**config.mk**
```make
export PLATFORM = sky130hd
export DESIGN_NAME = matmul_loader
export DESIGN_NICKNAME = d
export VERILOG_FILES = /design/src/rtl/matmul_pkg.sv /design/src/rtl/matmul_loader.sv
export SDC_FILE = /design/constraint.sdc
export NUM_CORES = 1
export LEC_CHECK = 0
export CELL_PAD_IN_SITES_DETAIL_PLACEMENT = 0
export CELL_PAD_IN_SITES_GLOBAL_PLACEMENT = 1
export CORE_MARGIN = 2
export CORE_UTILIZATION = 34
export CTS_CLUSTER_DIAMETER = 30
export DETAILED_ROUTE_END_ITERATION = 7
export PLACE_DENSITY = 0.85
export SETUP_SLACK_MARGIN = 0.2
export SLEW_MARGIN = 20
export SYNTH_ARGS = -nofsm -noshare
export SYNTH_HDL_FRONTEND = slang
export SYNTH_SLANG_ARGS = --single-unit
```
**constraint.sdc**
```tcl
create_clock -name clk -period 1.5 [get_ports clk]
set_input_delay 0.45 -clock clk [delete_from_list [all_inputs] [get_ports clk]]
set_output_delay 0.45 -clock clk [all_outputs]
set_load 0.01 [all_outputs]
```
**src/rtl/matmul_pkg.sv**
```systemverilog
// matmul_pkg: shared loader/core/drain types and width helpers.
package matmul_pkg;

    typedef enum logic [1:0] {LOAD_A, LOAD_B, HOLD} state_t;

    function automatic int n_slots(int rows, int cols);
        return rows * cols;
    endfunction

    // Accumulator width for a dot product of length c over w_a x w_b products.
    function automatic int w_c(int w_a, int w_b, int c);
        return w_a + w_b + $clog2(c);
    endfunction

    function automatic int idx_width(int n_a, int n_b);
        int m;
        m = (n_a > n_b) ? n_a : n_b;
        return (m > 1) ? $clog2(m) : 1;
    endfunction

endpackage

```
**src/rtl/matmul_loader.sv**
```systemverilog
// matmul_loader: packs a valid/ready element stream (A then B, row-major) into
// flattened A/B buses and holds them under ab_valid until ab_ready.
module matmul_loader
    import matmul_pkg::*;
#(
    parameter int R1   = 2,
    parameter int C1   = 2,
    parameter int R2   = 2,
    parameter int C2   = 2,
    parameter int W_A  = 3,
    parameter int W_B  = 3,
    parameter int W_IN = (W_A > W_B) ? W_A : W_B
) (
    input  logic                  clk,
    input  logic                  rstn,
    input  logic [W_IN-1:0]       s_data,
    input  logic                  s_valid,
    input  logic                  s_last,
    output logic                  s_ready,
    output logic [R1*C1*W_A-1:0]  A,
    output logic [R2*C2*W_B-1:0]  B,
    output logic                  ab_valid,
    input  logic                  ab_ready,
    output logic                  err,
    output logic                  err_sticky
);

    localparam int N_A = n_slots(R1, C1);
    localparam int N_B = n_slots(R2, C2);
    localparam int IW  = idx_width(N_A, N_B);

    if (C1 != R2) begin : g_dim_chk
        $fatal(1, "matmul_loader: C1 must equal R2");
    end

    state_t          state, state_n;
    logic [IW-1:0]   idx, idx_n;
    logic [W_A-1:0]  a_mem [N_A];
    logic [W_B-1:0]  b_mem [N_B];
    logic            wa, wb, err_n, beat, a_end, b_end;

    assign s_ready  = (state != HOLD);
    assign ab_valid = (state == HOLD);
    assign beat     = s_valid & s_ready;
    assign a_end    = (idx == IW'(N_A - 1));
    assign b_end    = (idx == IW'(N_B - 1));

    for (genvar k = 0; k < N_A; k++) begin : g_pack_a
        assign A[k*W_A +: W_A] = a_mem[k];
    end
    for (genvar k = 0; k < N_B; k++) begin : g_pack_b
        assign B[k*W_B +: W_B] = b_mem[k];
    end

    always_comb begin
        state_n = state;
        idx_n   = idx;
        wa      = 1'b0;
        wb      = 1'b0;
        err_n   = 1'b0;
        case (state)
            LOAD_A: if (beat) begin
                if (s_last) begin
                    err_n   = 1'b1;
                    idx_n   = '0;
                end else begin
                    wa      = 1'b1;
                    state_n = a_end ? LOAD_B : LOAD_A;
                    idx_n   = a_end ? '0 : idx + IW'(1);
                end
            end
            LOAD_B: if (beat) begin
                // Only the last slot with s_last completes a frame; any other s_last mix is a framing error.
                if (b_end && s_last) begin
                    wb      = 1'b1;
                    state_n = HOLD;
                    idx_n   = '0;
                end else if (b_end || s_last) begin
                    err_n   = 1'b1;
                    state_n = LOAD_A;
                    idx_n   = '0;
                end else begin
                    wb      = 1'b1;
                    idx_n   = idx + IW'(1);
                end
            end
            default: if (ab_ready) begin
                state_n = LOAD_A;
                idx_n   = '0;
            end
        endcase
    end

    always_ff @(posedge clk or negedge rstn) begin
        if (!rstn) begin
            state      <= LOAD_A;
            idx        <= '0;
            err        <= 1'b0;
            err_sticky <= 1'b0;
            for (int i = 0; i < N_A; i++) a_mem[i] <= '0;
            for (int i = 0; i < N_B; i++) b_mem[i] <= '0;
        end else begin
            state      <= state_n;
            idx        <= idx_n;
            err        <= err_n;
            err_sticky <= err_sticky | err_n;
            if (wa) a_mem[idx] <= s_data[W_A-1:0];
            if (wb) b_mem[idx] <= s_data[W_B-1:0];
        end
    end

endmodule

```
Word level (Yosys, flattened, before mapping)
Cells that the tools add are included.
Widths: inputs -> output; s select.

word-level totals
  output and inout bits = 28
  input port bits = 8
  bits in registers = 30

cells by class
  magnitude comparators = 2
  eq/ne operators = 8
  bitwise gates (word level) = 3
  mux-type cells = 32
  reductions and logical operators = 7
  add/sub/neg operators = 1

operator list
  cell                 count
  $bwmux 12            2
  $mux 2               12
  $mux 1               13
  $ne 2x2->1 const B   4
  $pmux 2 s2           2
  $demux 3 s2          1
  $reduce_and 5->1     1
  $eq 2x2->1 const B   2
  $ge 3x3->1 const B   1
  $lt 3x1->1 const B   1
  $mux 3               1
  $ne 3x3->1 const B   1
  $not 2->3            1
  $reduce_and 3->1     1
  $reduce_bool 3->1    1
  $add 2x1->2 const B  1
  $eq 2x1->1 const B   1
  $logic_and 1x1->1    2
  $logic_not 2->1      1
  $pmux 1 s2           1
  $and 1x1->1          1
  $logic_or 1x1->1     1
  $or 1x1->1           1

Logic depth before layout (Yosys ltp)
Gate-level depths: netlist of run 1.

  depth after elaboration = 7
  mapped depth = 5
  mapped depth without buffers = 5

Worst setup path after synthesis of run 1
No wires, ideal clock.

  path kind = reg2reg
  start = reg idx[0]
  end = reg b_mem, in the netlist B[0]
  clock period less this slack = 1.594 ns
  arrival = 1.469 ns
  buffers on the path = 0
  path slack = -0.094 ns
  stages on the path, launching flop included = 5
  cell sequence = dfrtp_1 ha_1 nor2b_4 nor4_4 mux2_2

between the ends
  cells in the longest elaborated chain, start to end = 6
  elaborated cells on any way between the ends = 14
  those cells by class = order compare: 2; eq/ne: 1; mux: 7; bitwise: 1; reduce/logical: 3

ends and longest elaborated chain
  element                                                                   RTL line                                   text
  from (decl)                                                               matmul_loader.sv:37                        logic [IW-1:0] idx, idx_n;
  from (signal assigned)                                                    matmul_loader.sv:104                       idx <= idx_n;
  $not 2->3 (not written as such) / $eq 2x2->1 (equally long branches)      matmul_loader.sv:108, matmul_loader.sv:46
  $ge 3x3->1 (not written as such) (tied with other cells)                  matmul_loader.sv:108                       if (wb) b_mem[idx] <= s_data[W_B-1:0];
  $logic_and 1x1->1 (not written as such) / $mux 1 (equally long branches)  matmul_loader.sv:108, matmul_loader.sv:78
  $mux 3 (not written as such) / $mux 1 (equally long branches)             matmul_loader.sv:108, matmul_loader.sv:74
  $demux 3 s2 / $mux 1 (equally long branches)                              matmul_loader.sv:108, matmul_loader.sv:72
  $bwmux 12 / $mux 1 (equally long branches)                                matmul_loader.sv:108, matmul_loader.sv:61
  to (signal, indexed assignment)                                           matmul_loader.sv:108
  to (decl)                                                                 matmul_loader.sv:39                        logic [W_B-1:0] b_mem [N_B];

Parallel ways exist; a longest one is shown, timed or not.
A chain may end at the register's enable or synchronous reset.

Worst setup path after layout of run 1
  start = reg idx[0]
  end = reg b_mem, in the netlist B[7]

Same word-level chain as after synthesis.

==> results of run 1 <==
==> logic make-up after synthesis <==
logic type / synth area share [%]
buf+inv: 2.84
simple gates: 15.9
fa+ha+maj: 4.44
compound gates: 3.73
mux: 19.9
flops: 53.2
==> power by group through the flow <==
stage	clock, mW	combinational [mW]	sequential [mW]
2_1_floorplan	0	0.382	1.34
3_3_place_gp	0	1.15	1.24
3_5_place_dp	0	1.19	1.24
4_1_cts	0.818	1.06	1.23
5_1_grt	0.846	1.18	1.28
6_report	0.798	1.10	1.24
==> what timing repair did <==
item | in CTS | in global routing
cloned | 0 | 1
buffers inserted | 7 | 0
pin swaps | 3 | 2
endpoints found under the setup margin | 58 | 32
gates resized for setup | 129 | 15
==> worst paths after layout <==
kind,start,end,slack [ns],depth (start not counted)
max in group asynchronous,rstn,idx[0]$_DFFE_PN0P_,0.80,2
max reg2reg,idx[0]$_DFFE_PN0P_,B[7]$_DFFE_PN0P_,-0.17,5
min,err_sticky$_DFF_PN0_,err_sticky$_DFF_PN0_,0.48,1
max,idx[0]$_DFFE_PN0P_,B[7]$_DFFE_PN0P_,-0.17,5
min reg2reg,err_sticky$_DFF_PN0_,err_sticky$_DFF_PN0_,0.48,1
min in group asynchronous,rstn,B[11]$_DFFE_PN0P_,0.52,2
==> worst max-delay path: cells and delay by family (launching register included) <==
| family | cells | cell delay, ns |
|---|---|---|
| buf+inv | 1 | 0.18 |
| mux | 1 | 0.30 |
| flops | 1 | 0.43 |
| simple gates | 2 | 0.44 |
| fa+ha+maj | 1 | 0.20 |
==> metal layers <==
layer | GRT usage (%) | vias up | share of wire [%]
met3 | 4.44 | 7 | 6.0
li1 | - | 476 | -
met2 | 24.4 | 38 | 47
met1 | 21.2 | 510 | 44
met4 | 10.0 | 0 | 2.3
met5 | 0 | - | 0
==> cell usage after synthesis <==
cell,instances,area [µm²]
sky130_fd_sc_hd__nand3b_1,1,7.51
sky130_fd_sc_hd__ha_1,5,62.6
sky130_fd_sc_hd__nor2b_4,1,13.8
sky130_fd_sc_hd__and3_1,1,6.26
sky130_fd_sc_hd__nand4_1,1,6.26
sky130_fd_sc_hd__nor3_2,1,10.0
sky130_fd_sc_hd__nor2b_1,2,12.5
sky130_fd_sc_hd__nor4b_4,1,23.8
sky130_fd_sc_hd__dfrtp_1,30,751
sky130_fd_sc_hd__a211o_1,1,8.76
sky130_fd_sc_hd__buf_2,2,10.0
sky130_fd_sc_hd__o21bai_1,1,7.51
sky130_fd_sc_hd__mux2i_1,1,10.0
sky130_fd_sc_hd__mux2_2,24,270
sky130_fd_sc_hd__buf_6,1,11.3
sky130_fd_sc_hd__o21ai_0,2,10.0
sky130_fd_sc_hd__a32o_1,1,10.0
sky130_fd_sc_hd__o41ai_1,1,8.76
sky130_fd_sc_hd__nor4_4,3,63.8
sky130_fd_sc_hd__nand2b_4,1,13.8
sky130_fd_sc_hd__and2b_4,1,10.0
sky130_fd_sc_hd__nor2_1,3,11.3
sky130_fd_sc_hd__nand2_1,12,45.0
sky130_fd_sc_hd__a22oi_1,1,7.51
sky130_fd_sc_hd__inv_1,5,18.8
==> area by class of cell <==
| cell class | count | area [µm²] | share of cell area, % |
|---|---|---|---|
| Inverter | 5 | 18.8 | 0.922 |
| Multi-Input combinational cell | 65 | 703 | 34.5 |
| Clock inverter | 1 | 30.0 | 1.48 |
| Clock buffer | 7 | 76.3 | 3.75 |
| Tap cell | 50 | 62.6 | 3.07 |
| Sequential cell | 30 | 753 | 37.0 |
| Timing Repair Buffer | 56 | 392 | 19.2 |
==> registers in the layout, summed over array words and instances, names as in the netlist <==
name        cells
state           2
err             1
err_sticky      1
idx             2
B              12
A              12
==> layout by cell type, fill, tap and decap left out, types with 2 or more instances in the layout <==
cell type and instances:
sky130_fd_sc_hd__dfrtp_1 28, sky130_fd_sc_hd__buf_2 27, sky130_fd_sc_hd__buf_4 17, sky130_fd_sc_hd__mux2_2 16, sky130_fd_sc_hd__mux2_4 8, sky130_fd_sc_hd__nand2_1 6
sky130_fd_sc_hd__nand2_2 5, sky130_fd_sc_hd__clkbuf_8 5, sky130_fd_sc_hd__clkdlybuf4s50_1 5, sky130_fd_sc_hd__buf_6 4, sky130_fd_sc_hd__inv_2 3, sky130_fd_sc_hd__nor2_1 3
sky130_fd_sc_hd__nor4_4 3, sky130_fd_sc_hd__ha_2 3, sky130_fd_sc_hd__inv_1 2, sky130_fd_sc_hd__o21ai_0 2, sky130_fd_sc_hd__ha_1 2, sky130_fd_sc_hd__clkbuf_1 2
sky130_fd_sc_hd__dfrtp_2 2
==> metrics.txt, run 1 <==
# TYPE chip_impl_metric gauge
chip_impl_metric{name="fraction_of_layout_cells_with_a_size_suffix_above_1",unit="%"} 64.6
chip_impl_metric{name="worst-endpoint-arrival",unit="ns"} 1.83
chip_impl_metric{name="cellInternalPower",unit="mW"} 2.19
chip_impl_metric{name="die_h",unit="µm"} 68.4
chip_impl_metric{name="syn_area_per_cell",unit="µm²"} 13.7
chip_impl_metric{name="max_cap_viol_count",unit=""} 0
chip_impl_metric{name="syn_area",unit="µm²"} 1410
chip_impl_metric{name="via_count",unit=""} 1031
chip_impl_metric{name="route.detailed.vias_per_inst",unit=""} 4.82
chip_impl_metric{name="place_hpwl",unit="mm"} 2.37
chip_impl_metric{name="worstMarginPinSlew",unit="ns"} 0.366
chip_impl_metric{name="relative_contribution_of_the_clock_network_to_total_power",unit="%"} 25.5
chip_impl_metric{name="power.leakage",unit="nW"} 0.990
chip_impl_metric{name="num-nets-final",unit=""} 176
chip_impl_metric{name="grt_use_total",unit="%"} 16.4
chip_impl_metric{name="grt_pass1_vias",unit=""} 1082
chip_impl_metric{name="final_slew_viol_count",unit=""} 0
chip_impl_metric{name="fillerInstances",unit=""} 342
chip_impl_metric{name="clock_path_buffers",unit=""} 2
chip_impl_metric{name="ys.warnings.count",unit=""} 0
chip_impl_metric{name="post-route-min-period",unit="ns"} 1.67
chip_impl_metric{name="powerDensity",unit="nW/µm²"} 1540
chip_impl_info{name="status",value="finished with violations"} 1
chip_impl_metric{name="firstDrtPassIters",unit=""} 4
chip_impl_metric{name="drc_errors",unit=""} 0
chip_impl_metric{name="syn_inst",unit=""} 103
chip_impl_metric{name="htree_num_levels",unit=""} 2
chip_impl_metric{name="placement.cell_area",unit="µm²"} 1930
chip_impl_metric{name="gp_congestion",unit=""} 0.917
chip_impl_info{name="min-delay-path-class",value="register to register"} 1
chip_impl_info{name="worstPathCellList",value="ha_2 -> and2b_4 -> nor4_4 -> buf_4 -> mux2_4"} 1
chip_impl_metric{name="sequentialPowerShare",unit="%"} 39.6
chip_impl_metric{name="initial_core_util",unit="%"} 35.3
chip_impl_metric{name="tritoncts_num_sinks",unit=""} 30
chip_impl_metric{name="final.setup.worst_slack",unit="ns"} -0.166
chip_impl_metric{name="gr-total-overflow",unit=""} 0
chip_impl_metric{name="switching_portion_of_total_power",unit="%"} 30.2
chip_impl_metric{name="hold_slack",unit="ns"} 0.477
chip_impl_metric{name="fp.dieArea",unit="µm²"} 4680
chip_impl_info{name="failed_checks",value="negative setup slack"} 1
chip_impl_metric{name="maxClockFrequency",unit="MHz"} 600
chip_impl_metric{name="yosys.cell_types.count",unit=""} 25
chip_impl_metric{name="setup_total_negative_slack",unit="ns"} -1.70
chip_impl_metric{name="clkSlewWorstSetupHoldPaths",unit="ns"} 0.07
chip_impl_metric{name="max-slew-margin-rel",unit="%"} 75.5
chip_impl_metric{name="coreArea",unit="µm²"} 4000
chip_impl_metric{name="drtAntennaViolNets",unit=""} 0
chip_impl_info{name="critical_path_class",value="register to register"} 1
chip_impl_metric{name="avgRoutedWirePerCell",unit="µm"} 15.6
chip_impl_info{name="tritoncts",value="built"} 1
chip_impl_metric{name="port_buffers",unit=""} 35
chip_impl_metric{name="critPathMaxStageDelay",unit="ns"} 0.43
chip_impl_info{name="clock-root-buffer",value="sky130_fd_sc_hd__clkbuf_8"} 1
chip_impl_metric{name="power_switching",unit="mW"} 0.945
chip_impl_metric{name="design_power_total",unit="mW"} 3.13
chip_impl_metric{name="synth_seq_cells",unit=""} 30
chip_impl_info{name="crit_path_launch_type",value="register"} 1
chip_impl_metric{name="detailed_router_s_first_iteration_violation_count",unit=""} 38
chip_impl_metric{name="maximum_number_of_pins_on_one_net_before_global_route_repair",unit=""} 31
chip_impl_metric{name="grt_antenna_before_repair",unit=""} 0
chip_impl_metric{name="final_cells",unit=""} 214
chip_impl_metric{name="place_worst_setup_slack",unit="ns"} -0.583
chip_impl_metric{name="global_route_wire_length_before_repair",unit="mm"} 5.37
chip_impl_metric{name="crit_fanout",unit=""} 6
chip_impl_metric{name="clkLatencyLatePin",unit="ns"} 0.29
chip_impl_metric{name="vdd_drop_max",unit="mV"} 0.816
chip_impl_metric{name="setup-violations-final",unit=""} 16
chip_impl_metric{name="die_width",unit="µm"} 68.4
chip_impl_metric{name="num_io_pins",unit=""} 36
chip_impl_metric{name="layout.core_utilization",unit="%"} 50.9
chip_impl_metric{name="numCtsBuffers",unit=""} 5
chip_impl_metric{name="final_min_period_over_clock_period",unit="%"} 111
chip_impl_info{name="critical_path.slowest_cell",value="sky130_fd_sc_hd__dfrtp_2"} 1
chip_impl_metric{name="cts_hold_repair.buffers",unit=""} 0
chip_impl_metric{name="place_inst",unit=""} 198
chip_impl_metric{name="finalWirelength",unit="mm"} 3.34
chip_impl_metric{name="antenna-diode-count",unit=""} 0
chip_impl_metric{name="synthesis.nets",unit=""} 116
chip_impl_metric{name="hold_viol_final",unit=""} 0
chip_impl_info{name="timing.critical_path.to_type",value="register"} 1
chip_impl_info{name="rsz_0062_raised_after_global_routing",value="true"} 1
chip_impl_metric{name="fin_worst_skew",unit="ns"} 0.00848
chip_impl_metric{name="combPwrFrac",unit="%"} 34.9
chip_impl_metric{name="synth_seq_area_share",unit="%"} 53.2
chip_impl_metric{name="stdcell_area",unit="µm²"} 2040
chip_impl_metric{name="critical_path_required",unit="ns"} 1.67
chip_impl_metric{name="fp-row-count",unit=""} 23
chip_impl_metric{name="area_growth_syn_to_layout",unit="%"} 44.4
No activity file was read; power rests on OpenSTA's default activity.
==> inputs of run 2 (changes only) <==
--- a/config.mk
+++ b/config.mk
@@ -5,6 +5,7 @@
 export SDC_FILE = /design/constraint.sdc
 export NUM_CORES = 1
 export LEC_CHECK = 0
+export ABC_AREA = 0
 export CELL_PAD_IN_SITES_DETAIL_PLACEMENT = 0
 export CELL_PAD_IN_SITES_GLOBAL_PLACEMENT = 1
 export CORE_MARGIN = 2
==> results of run 2 <==
Same layout as run 1: the final DEF is identical, and so are final timing and power.
